$ cat src/rtl/dist_fifo32.sv
// ---------------------------------------------------------------------------
// dist_fifo32 : 32-deep LUT-RAM FIFO with registered FWFT output stage.
// Optional DIST_FIFO32_LEVEL_EN adds registered O_LEVEL occupancy port.
// Revision 1.0
// ---------------------------------------------------------------------------
`default_nettype none

module dist_fifo32 #(
  parameter int WIDTH = 8
) (
  input  logic             CLK,
  input  logic             RST,
  input  logic             I_WE,
  input  logic [WIDTH-1:0] I_DATA,
  output logic             O_FULL,
  output logic             O_VALID,
  output logic [WIDTH-1:0] O_DATA,
  input  logic             O_READY
`ifdef DIST_FIFO32_LEVEL_EN
  ,output logic [5:0]      O_LEVEL
`endif
);

  typedef enum logic [0:0] {
    ST_EMPTY   = 1'b0,
    ST_FULLREG = 1'b1
  } out_state_t;

  logic [WIDTH-1:0] mem_q [32];
  logic [4:0]       wr_ptr_q, wr_ptr_d;
  logic [4:0]       rd_ptr_q, rd_ptr_d;
  logic [5:0]       ram_cnt_q, ram_cnt_d;
  logic [WIDTH-1:0] data_q, data_d;
  out_state_t       state_q, state_d;
  logic             wr_acc;
  logic             load;

  assign O_FULL  = (ram_cnt_q == 6'd32);
  assign O_VALID = (state_q == ST_FULLREG);
  assign O_DATA  = data_q;

  // Full is judged on registered count only: a same-cycle pop never frees a slot for a write.
  assign wr_acc = I_WE && !O_FULL;
  assign load   = (ram_cnt_q != 6'd0) && (!O_VALID || O_READY);

  always_ff @(posedge CLK) begin
    if (!RST && wr_acc) begin
      mem_q[wr_ptr_q] <= I_DATA;
    end
  end

  always_comb begin
    state_d   = state_q;
    data_d    = data_q;
    wr_ptr_d  = wr_ptr_q;
    rd_ptr_d  = rd_ptr_q;
    ram_cnt_d = ram_cnt_q + {5'd0, wr_acc} - {5'd0, load};
    if (wr_acc) begin
      wr_ptr_d = wr_ptr_q + 5'd1;
    end
    if (load) begin
      data_d   = mem_q[rd_ptr_q];
      rd_ptr_d = rd_ptr_q + 5'd1;
    end
    case (state_q)
      ST_EMPTY: begin
        if (load) begin
          state_d = ST_FULLREG;
        end
      end
      ST_FULLREG: begin
        if (O_READY && !load) begin
          state_d = ST_EMPTY;
        end
      end
      default: state_d = ST_EMPTY;
    endcase
  end

  always_ff @(posedge CLK) begin
    if (RST) begin
      state_q   <= ST_EMPTY;
      data_q    <= '0;
      wr_ptr_q  <= 5'd0;
      rd_ptr_q  <= 5'd0;
      ram_cnt_q <= 6'd0;
    end else begin
      state_q   <= state_d;
      data_q    <= data_d;
      wr_ptr_q  <= wr_ptr_d;
      rd_ptr_q  <= rd_ptr_d;
      ram_cnt_q <= ram_cnt_d;
    end
  end

`ifdef DIST_FIFO32_LEVEL_EN
  logic [5:0] level_q;
  logic [5:0] level_d;

  assign level_d = ram_cnt_d + {5'd0, (state_d == ST_FULLREG)};
  assign O_LEVEL = level_q;

  always_ff @(posedge CLK) begin
    if (RST) begin
      level_q <= 6'd0;
    end else begin
      level_q <= level_d;
    end
  end
`endif

endmodule

`default_nettype wire

$ cat config.mk
export PLATFORM = sky130hd
export DESIGN_NAME = dist_fifo32
export DESIGN_NICKNAME = d
export VERILOG_FILES = /design/src/rtl/dist_fifo32.sv
export SDC_FILE = /design/constraint.sdc
export NUM_CORES = 1
export LEC_CHECK = 0
export ABC_AREA = 1
export CAP_MARGIN = 0
export CELL_PAD_IN_SITES_DETAIL_PLACEMENT = 0
export CELL_PAD_IN_SITES_GLOBAL_PLACEMENT = 1
export CORE_MARGIN = 2
export CORE_UTILIZATION = 45
export CTS_CLUSTER_DIAMETER = 200
export DETAILED_ROUTE_END_ITERATION = 6
export PLACE_DENSITY_LB_ADDON = 0.12
export SETUP_SLACK_MARGIN = 0.2
export SLEW_MARGIN = 20
export SYNTH_ARGS = -nofsm -noshare
export SYNTH_HDL_FRONTEND = slang
export SYNTH_SLANG_ARGS = --single-unit
$ cat constraint.sdc
create_clock -name CLK -period 2.79 [get_ports CLK]
set_clock_uncertainty 0.2 [all_clocks]
set_input_delay 0.279 -clock CLK [delete_from_list [all_inputs] [get_ports CLK]]
set_output_delay 0.279 -clock CLK [all_outputs]
set_load 0.05 [all_outputs]
==> results of run 1 <==
## where the power goes
group	total, mW	leakage, nW	switching [mW]	internal, mW
logic	3.02	2.59	2.07	0.942
clock network	4.10	0.510	1.58	2.53
registers	4.85	2.51	0.116	4.74
total	12.0	5.60	3.77	8.21
## metrics by stage
stage | hold slack, ns | power [mW] | utilization | area (µm²) | setup WS [ns]
floorplan | 0.148 | 6.96 | - | 12000 | 0.204
global placement | 0.253 | 7.98 | 0.493 | 12900 | 0.0957
detailed placement | 0.258 | 7.97 | 0.493 | 12900 | 0.105
CTS | 0.161 | 12.1 | 0.533 | 13900 | 0.202
global route | 0.192 | 12.6 | 0.533 | 13900 | 0.0857
finish | 0.161 | 12.0 | 0.533 | 13900 | 0.305
## state kept, by name, indices dropped and copies added, names as in the netlist
signal,count
mem_q,256
O_DATA,8
ram_cnt_q,6
rd_ptr_q,5
wr_ptr_q,5
O_VALID,1
## cell usage in the layout, fill, tap and decap left out, types with 2 or more instances in the layout
master	netlist	routed
clkdlybuf4s50_1	0	20
clkbuf_16	0	31
nand4_1	2	2
clkinv_1	2	4
clkbuf_8	0	5
o21ai_0	19	18
buf_4	6	53
clkbuf_1	11	7
inv_1	132	131
ha_1	14	14
bufinv_16	0	4
edfxtp_1	256	256
nand2_1	364	360
clkinv_2	0	7
dfxtp_2	0	2
nor2_1	93	92
dfxtp_1	25	22
buf_12	0	6
nor3_1	4	4
a21oi_1	38	38
nand2_2	0	4
nand3_1	160	160
## worst max-delay path, stage by stage (launching register included)
cell      delay (ns)
dfxtp_1         0.29
inv_1           0.09
ha_1            0.18
nand4_1         0.14
nand2_1         0.11
inv_1           0.06
ha_1            0.26
inv_1           0.05
ha_1            0.15
inv_1           0.06
fa_2            0.37
nor3_1          0.15
a211oi_1        0.08
o21ai_1         0.13
a21oi_1         0.05
## per-layer routing
metal,track usage,wire (µm)
met2,0.339,13400
met5,0,0
met3,0.0255,1350
met1,0.301,13500
met4,0.0427,346
## repair_timing
| action | CTS | global route |
|---|---|---|
| setup buffers | 0 | 1 |
| pin swaps | 1 | 2 |
| gates resized for setup | 2 | 6 |
| hold endpoints to repair | 0 | 0 |
| setup endpoints to repair | 9 | 200 |
## logic make-up after synthesis
| logic type | after synthesis | synth area share |
|---|---|---|
| compound gates | 58 | 0.0244 |
| fa+ha+maj | 15 | 0.0163 |
| buf+inv | 189 | 0.0647 |
| flops | 281 | 0.682 |
| simple gates | 623 | 0.212 |
## worst max-delay path by stage
stage | depth (start not counted) | slack [ns] | startpoint | endpoint
2_1_floorplan | 15 | 0.20 | ram_cnt_q[2] | ram_cnt_q[4]
3_3_place_gp | 14 | 0.1 | O_READY | ram_cnt_q[4]
3_5_place_dp | 14 | 0.11 | O_READY | ram_cnt_q[4]
4_1_cts | 14 | 0.20 | ram_cnt_q[4] | ram_cnt_q[4]
5_1_grt | 14 | 0.09 | ram_cnt_q[2] | ram_cnt_q[4]
6_report | 14 | 0.31 | ram_cnt_q[4] | ram_cnt_q[4]
## cell type report
cell class	count	area share
clock buffer	43	0.0625
clock inverter	13	0.0119
inverter	135	0.0365
multi-input combinational	696	0.219
sequential	281	0.588
tap	335	0.0301
timing repair buffer	80	0.0522
==> summary.md, run 1 <==
| Metric | Value |
|---|---|
| Status | `finished with violations` |
| Peak Freq | `402 MHz` |
| Skew-Pair Late Insertion Delay | `0.54 ns` |
| Die Area | `28,000 µm²` |
| Ant. Diodes | `0` |
| Via count | `7,882` |
| Reg-to-reg endpoint | `ram_cnt_q[4]` |
| Worst ir drop on vdd | `0.508 mV` |
| Placed wire-length estimate | `17,500 µm` |
| Hold Path Class | `input port to register` |
| R2R cell count | `14` |
| Clock root buffer | `clkbuf_16` |
| Most frequent cell after synthesis | `nand2_1` |
| # nets final | `1,251` |
| Iter 0 DRT Violations | `583` |
| All-layer global routing usage | `0.207` |
| Leak | `5.60 nW` |
| Power per cell area | `859 nW/µm²` |
| YS warnings | `0` |
| Seq cells post-synth | `281` |
| Number of distinct library cells after synthesis | `19` |
| Post-synth top cells | `nand2_1 (364), edfxtp_1 (256), nand3_1 (160), inv_1 (132), nor2_1 (93)` |
| Clock-pin slew on the worst setup and hold paths | `0.06 ns` |
| Core area | `26,100 µm²` |
| # hold bufs at CTS | `0` |
| Worst path arrival time | `2.71 ns` |
| ANT nets after route | `0` |
| DIE HEIGHT | `167 µm` |
| Final hold viol count | `0` |
| Layout cells sized above 1 | `0.0938` |
| Critical Path Sink Type | `register` |
| Setup TNS | `0 ns` |
| Hold endpoint | `O_VALID` |
| Flop2flop setup slack | `0.31 ns` |
| Synth Area per Inst | `10.3 µm²` |
| Number of synthesized flops with an enable pin | `256` |
| First-pass GRT wire length | `44,000 µm` |
| Post-Route WL | `28,500 µm` |
| Initial antenna violation count | `0` |
| Tightest Pin Transition | `0.714 ns` |
| Area grow syn2layout | `16.1%` |
| Multi-input logic area | `3050 µm²` |
| RePlAce Congestion | `0.781` |
| DIE WIDTH | `167 µm` |
| Top cells by area in the synthesized netlist | `edfxtp_1 (64%), nand2_1 (11%), nand3_1 (6.7%)` |
| Starting density of the core | `0.459` |
| Dpl cells | `1,526` |
| Syn_nets | `1,193` |
| Finished Layout Cells | `1,583` |
| Synth Flop Type | `edfxtp_1` |
| Post-synth ARST share | `0` |
| GRT overflow | `0` |
| Reg area | `8190 µm²` |
| Hold depth | `4` |
| Clk buf depth | `3` |
| Endpoints failing setup | `0` |
| Clk sinks | `281` |
| Mapped Cells | `1,166` |
| Register area share after synthesis | `0.682` |
| Vias per cell | `4.98` |
| DR DRC count | `2` |
| Synth top area share | `0.641` |
| CTS buffer count | `30` |
| Rows | `59` |
| CTS H-tree lvls | `1` |
| CP Class | `register to register` |
| Io pins | `22` |
| Worst r2r src | `ram_cnt_q[4]` |
| Max Slew Vio Count | `0` |
| Drt first pass iters | `7` |
| Hold Crit Start | `O_READY` |
| Largest net degree at the start of global routing | `83` |
| Number of port buffers | `21` |
| Largest area contributor in the netlist | `edfxtp_1` |
| Worst Setup Start Kind | `register` |
| Final min period | `2.48 ns` |
| Post-Syn Area | `12,000 µm²` |
| Unrepaired setup endpoints after global routing | `yes` |
| # fillers | `2,353` |
| Vias in the first global route | `7,418` |
| Max-Cap Viols | `0` |
| Worst slew margin | `0.522` |
| CTS tree | `done` |
| Failing checks | `DRC` |
| Worst-path maximum fanout | `3` |
| CP required | `3.02 ns` |
| WL/cell | `18.0 µm` |
| Tcrit/Tclk final | `0.891` |
Note: power is estimated with default switching activity, not from simulation.
==> run 2: changes to the inputs <==
--- a/config.mk
+++ b/config.mk
@@ -13,7 +13,7 @@
 export CORE_UTILIZATION = 45
 export CTS_CLUSTER_DIAMETER = 200
 export DETAILED_ROUTE_END_ITERATION = 6
-export PLACE_DENSITY_LB_ADDON = 0.12
+export PLACE_DENSITY = 0.77
 export SETUP_SLACK_MARGIN = 0.2
 export SLEW_MARGIN = 20
 export SYNTH_ARGS = -nofsm -noshare
==> run 2 against run 1 <==
Against the previous run: the flow still finishes with violations (DRC); worst hold slack better by 0.014 ns; routed wire length is 5.6% lower; via count shrank 1.1%; power fell by 1.9%; clock power is 4.9% lower; utilization shrank 0.47 points; combinational power hardly changed; register-to-register slack worse by 0.03 ns; setup slack lost 0.028 ns; final area shrank 0.89%; largest power group unchanged.
==> summary.md, run 2 (synthesis results as in run 1) <==
| Metric | Value |
|---|---|
| Comb pwr share | `0.256 (was 0.252)` |
| Starting density of the core | `0.459 (unchanged)` |
| Via count | `7,797 (was 7,882)` |
| CP max stage delay | `0.37 ns (about the same)` |
| Vias in the first global route | `7,546 (was 7,418)` |
| Peak Freq | `398 MHz (was 402 MHz)` |
| Post-Route WL | `26,900 µm (was 28,500 µm)` |
| Clk sinks | `281 (unchanged)` |
| All-layer global routing usage | `0.196 (was 0.207)` |
| Worst slew margin | `0.511 (was 0.522)` |
| Clock share of power | `0.332 (was 0.343)` |
| Most used cell, CP | `inv_1 (unchanged)` |
| Power per cell area | `850 nW/µm² (was 859 nW/µm²)` |
| Reg area | `8190 µm² (unchanged)` |
| ANT nets after route | `0 (unchanged)` |
| Commonest non-fill, non-tap cell in the layout | `nand2_1 (unchanged)` |
| Placed wire-length estimate | `16,400 µm (was 17,500 µm)` |
| Layout cells sized above 1 | `0.0813 (was 0.0938)` |
| Max Slew Vio Count | `0 (unchanged)` |
| CP Cell Sequence | `inv_1 > ha_1 > nand4_1 > nand2_1 > inv_1 > ha_1 > inv_1 > ha_1 > inv_1 > fa_2 > nor3_1 > a211oi_1 > o21ai_1 > a21oi_1 (unchanged)` |
| Final min period | `2.51 ns (was 2.48 ns)` |
| Worst-path maximum fanout | `3 (unchanged)` |
| Core area | `26,100 µm² (unchanged)` |
| Area grow syn2layout | `15.1% (was 16.1%)` |
| Status | `finished with violations (unchanged)` |
| Switching portion of total power | `0.317 (was 0.315)` |
| First-pass GRT wire length | `42,300 µm (was 44,000 µm)` |
| Unrepaired setup endpoints after global routing | `yes (unchanged)` |
| Multi-input logic area | `3040 µm² (was 3050 µm²)` |
| Hold Path Class | `input port to register (unchanged)` |
| Iter 0 DRT Violations | `777 (was 583)` |
| Flip-flop count of the largest register after layout | `256 (unchanged)` |
| # nets final | `1,247 (was 1,251)` |
| Endpoints failing setup | `0 (unchanged)` |
| Max-Cap Viols | `0 (unchanged)` |
| # fillers | `2,314 (was 2,353)` |
| Int Pwr | `8.02 mW (was 8.21 mW)` |
| Final hold viol count | `0 (unchanged)` |
| Critical Path Sink Type | `register (unchanged)` |
| DIE HEIGHT | `167 µm (unchanged)` |
| CTS H-tree lvls | `1 (unchanged)` |
| DR DRC count | `4 (was 2)` |
| Clk buf depth | `3 (unchanged)` |
| Tightest Pin Transition | `0.732 ns (was 0.714 ns)` |
| Clock-pin slew on the worst setup and hold paths | `0.06 ns (about the same)` |
| Most frequent cells in the layout | `nand2_1 (364), edfxtp_1 (256), nand3_1 (160), inv_1 (131), nor2_1 (93) (was nand2_1 (360), edfxtp_1 (256), nand3_1 (160), inv_1 (131), nor2_1 (92))` |
| CP required | `3.01 ns (was 3.02 ns)` |
| Top reg by flops | `mem_q (unchanged)` |
| CP Class | `register to register (unchanged)` |
| Initial antenna violation count | `0 (unchanged)` |
| Worst path slowest cell | `fa_2 (unchanged)` |
| Post-layout util | `0.529 (was 0.533)` |
| Rows | `59 (unchanged)` |
| Worst ir drop on vdd | `0.526 mV (was 0.508 mV)` |
| Io pins | `22 (unchanged)` |
| Flop pwr share | `0.412 (was 0.405)` |
| Die Area | `28,000 µm² (unchanged)` |
| CTS tree | `done (unchanged)` |
| GRT overflow | `0 (unchanged)` |
| Psw | `3.72 mW (was 3.77 mW)` |
| Worst path arrival time | `2.74 ns (was 2.71 ns)` |
| WL/cell | `17.1 µm (was 18.0 µm)` |
| Ant. Diodes | `0 (unchanged)` |
| RePlAce Congestion | `0.776 (was 0.781)` |
| CTS buffer count | `30 (unchanged)` |
| Worst Setup Start Kind | `register (unchanged)` |
| Skew-Pair Late Insertion Delay | `0.54 ns (about the same)` |
| Failing checks | `DRC (unchanged)` |
| Largest net degree at the start of global routing | `139 (was 83)` |
| Drt first pass iters | `7 (unchanged)` |
| Setup TNS | `0 ns (unchanged)` |
| Clock root buffer | `clkbuf_16 (unchanged)` |
| Number of port buffers | `21 (unchanged)` |
| Tcrit/Tclk final | `0.900 (was 0.891)` |
| Vias per cell | `4.94 (was 4.98)` |
| Leak | `5.55 nW (was 5.60 nW)` |
| DIE WIDTH | `167 µm (unchanged)` |
[run 2: critical path, delay by kind of cell (launching register included)]
family	cells	cell delay (ns)
adder cells (fa/ha/maj)	4	0.95
AND/OR/NAND/NOR	3	0.42
flip-flops	1	0.30
buffers and inverters	4	0.28
AO/OA/AOI/OAI	3	0.26
[run 2: power by group through the flow]
stage	clock network, mW	logic, mW	registers [mW]
floorplan	0	1.87	5.09
global placement	0	2.97	4.92
detailed placement	0	2.99	4.92
CTS	3.96	3.01	4.84
global route	4.13	3.38	4.85
finish	3.90	3.01	4.84
[run 2: final cells by class]
type	count	share of cell area
Tap cell	335	0.0303
Clock inverter	18	0.0131
Multi-Input combinational cell	696	0.220
Sequential cell	281	0.593
Timing Repair Buffer	76	0.0489
Inverter	135	0.0368
Clock buffer	36	0.0575
[run 2: path summary, 6_finish.rpt]
check	slack, ns	cells after the start	endpoint	startpoint
setup reg to reg	0.28	14	ram_cnt_q[4]	ram_cnt_q[4]
setup / recovery	0.28	14	ram_cnt_q[4]	ram_cnt_q[4]
hold reg to reg	0.27	2	O_DATA[5]	O_DATA[5]
hold / removal	0.18	4	O_VALID	O_READY
[run 2: layer usage]
layer / GRT usage / wire length (µm) / up-vias
met5: 0 / 0 / -
met4: 0.0518 / 626 / 0
met3: 0.0295 / 1400 / 44
met2: 0.315 / 12500 / 191
met1: 0.283 / 12500 / 3611
li1: - / - / 3951
[run 2: timing repair]
action,CTS,global route
gates resized for setup,1,2
hold buffers,0,0
endpoints found under the setup margin,1,195
setup buffers,0,1
pin swaps,0,1
[run 2: through the flow]
stage	area, µm²	setup WS [ns]	power [mW]	hold WS, ns	instances
2_1_floorplan	12000	0.204	6.96	0.148	1166
3_3_place_gp	12800	0.113	7.89	0.252	1522
3_5_place_dp	12800	0.109	7.92	0.256	1522
4_1_cts	13800	0.210	11.8	0.158	1576
5_1_grt	13800	0.0473	12.4	0.188	1577
6_report	13800	0.278	11.7	0.176	1577
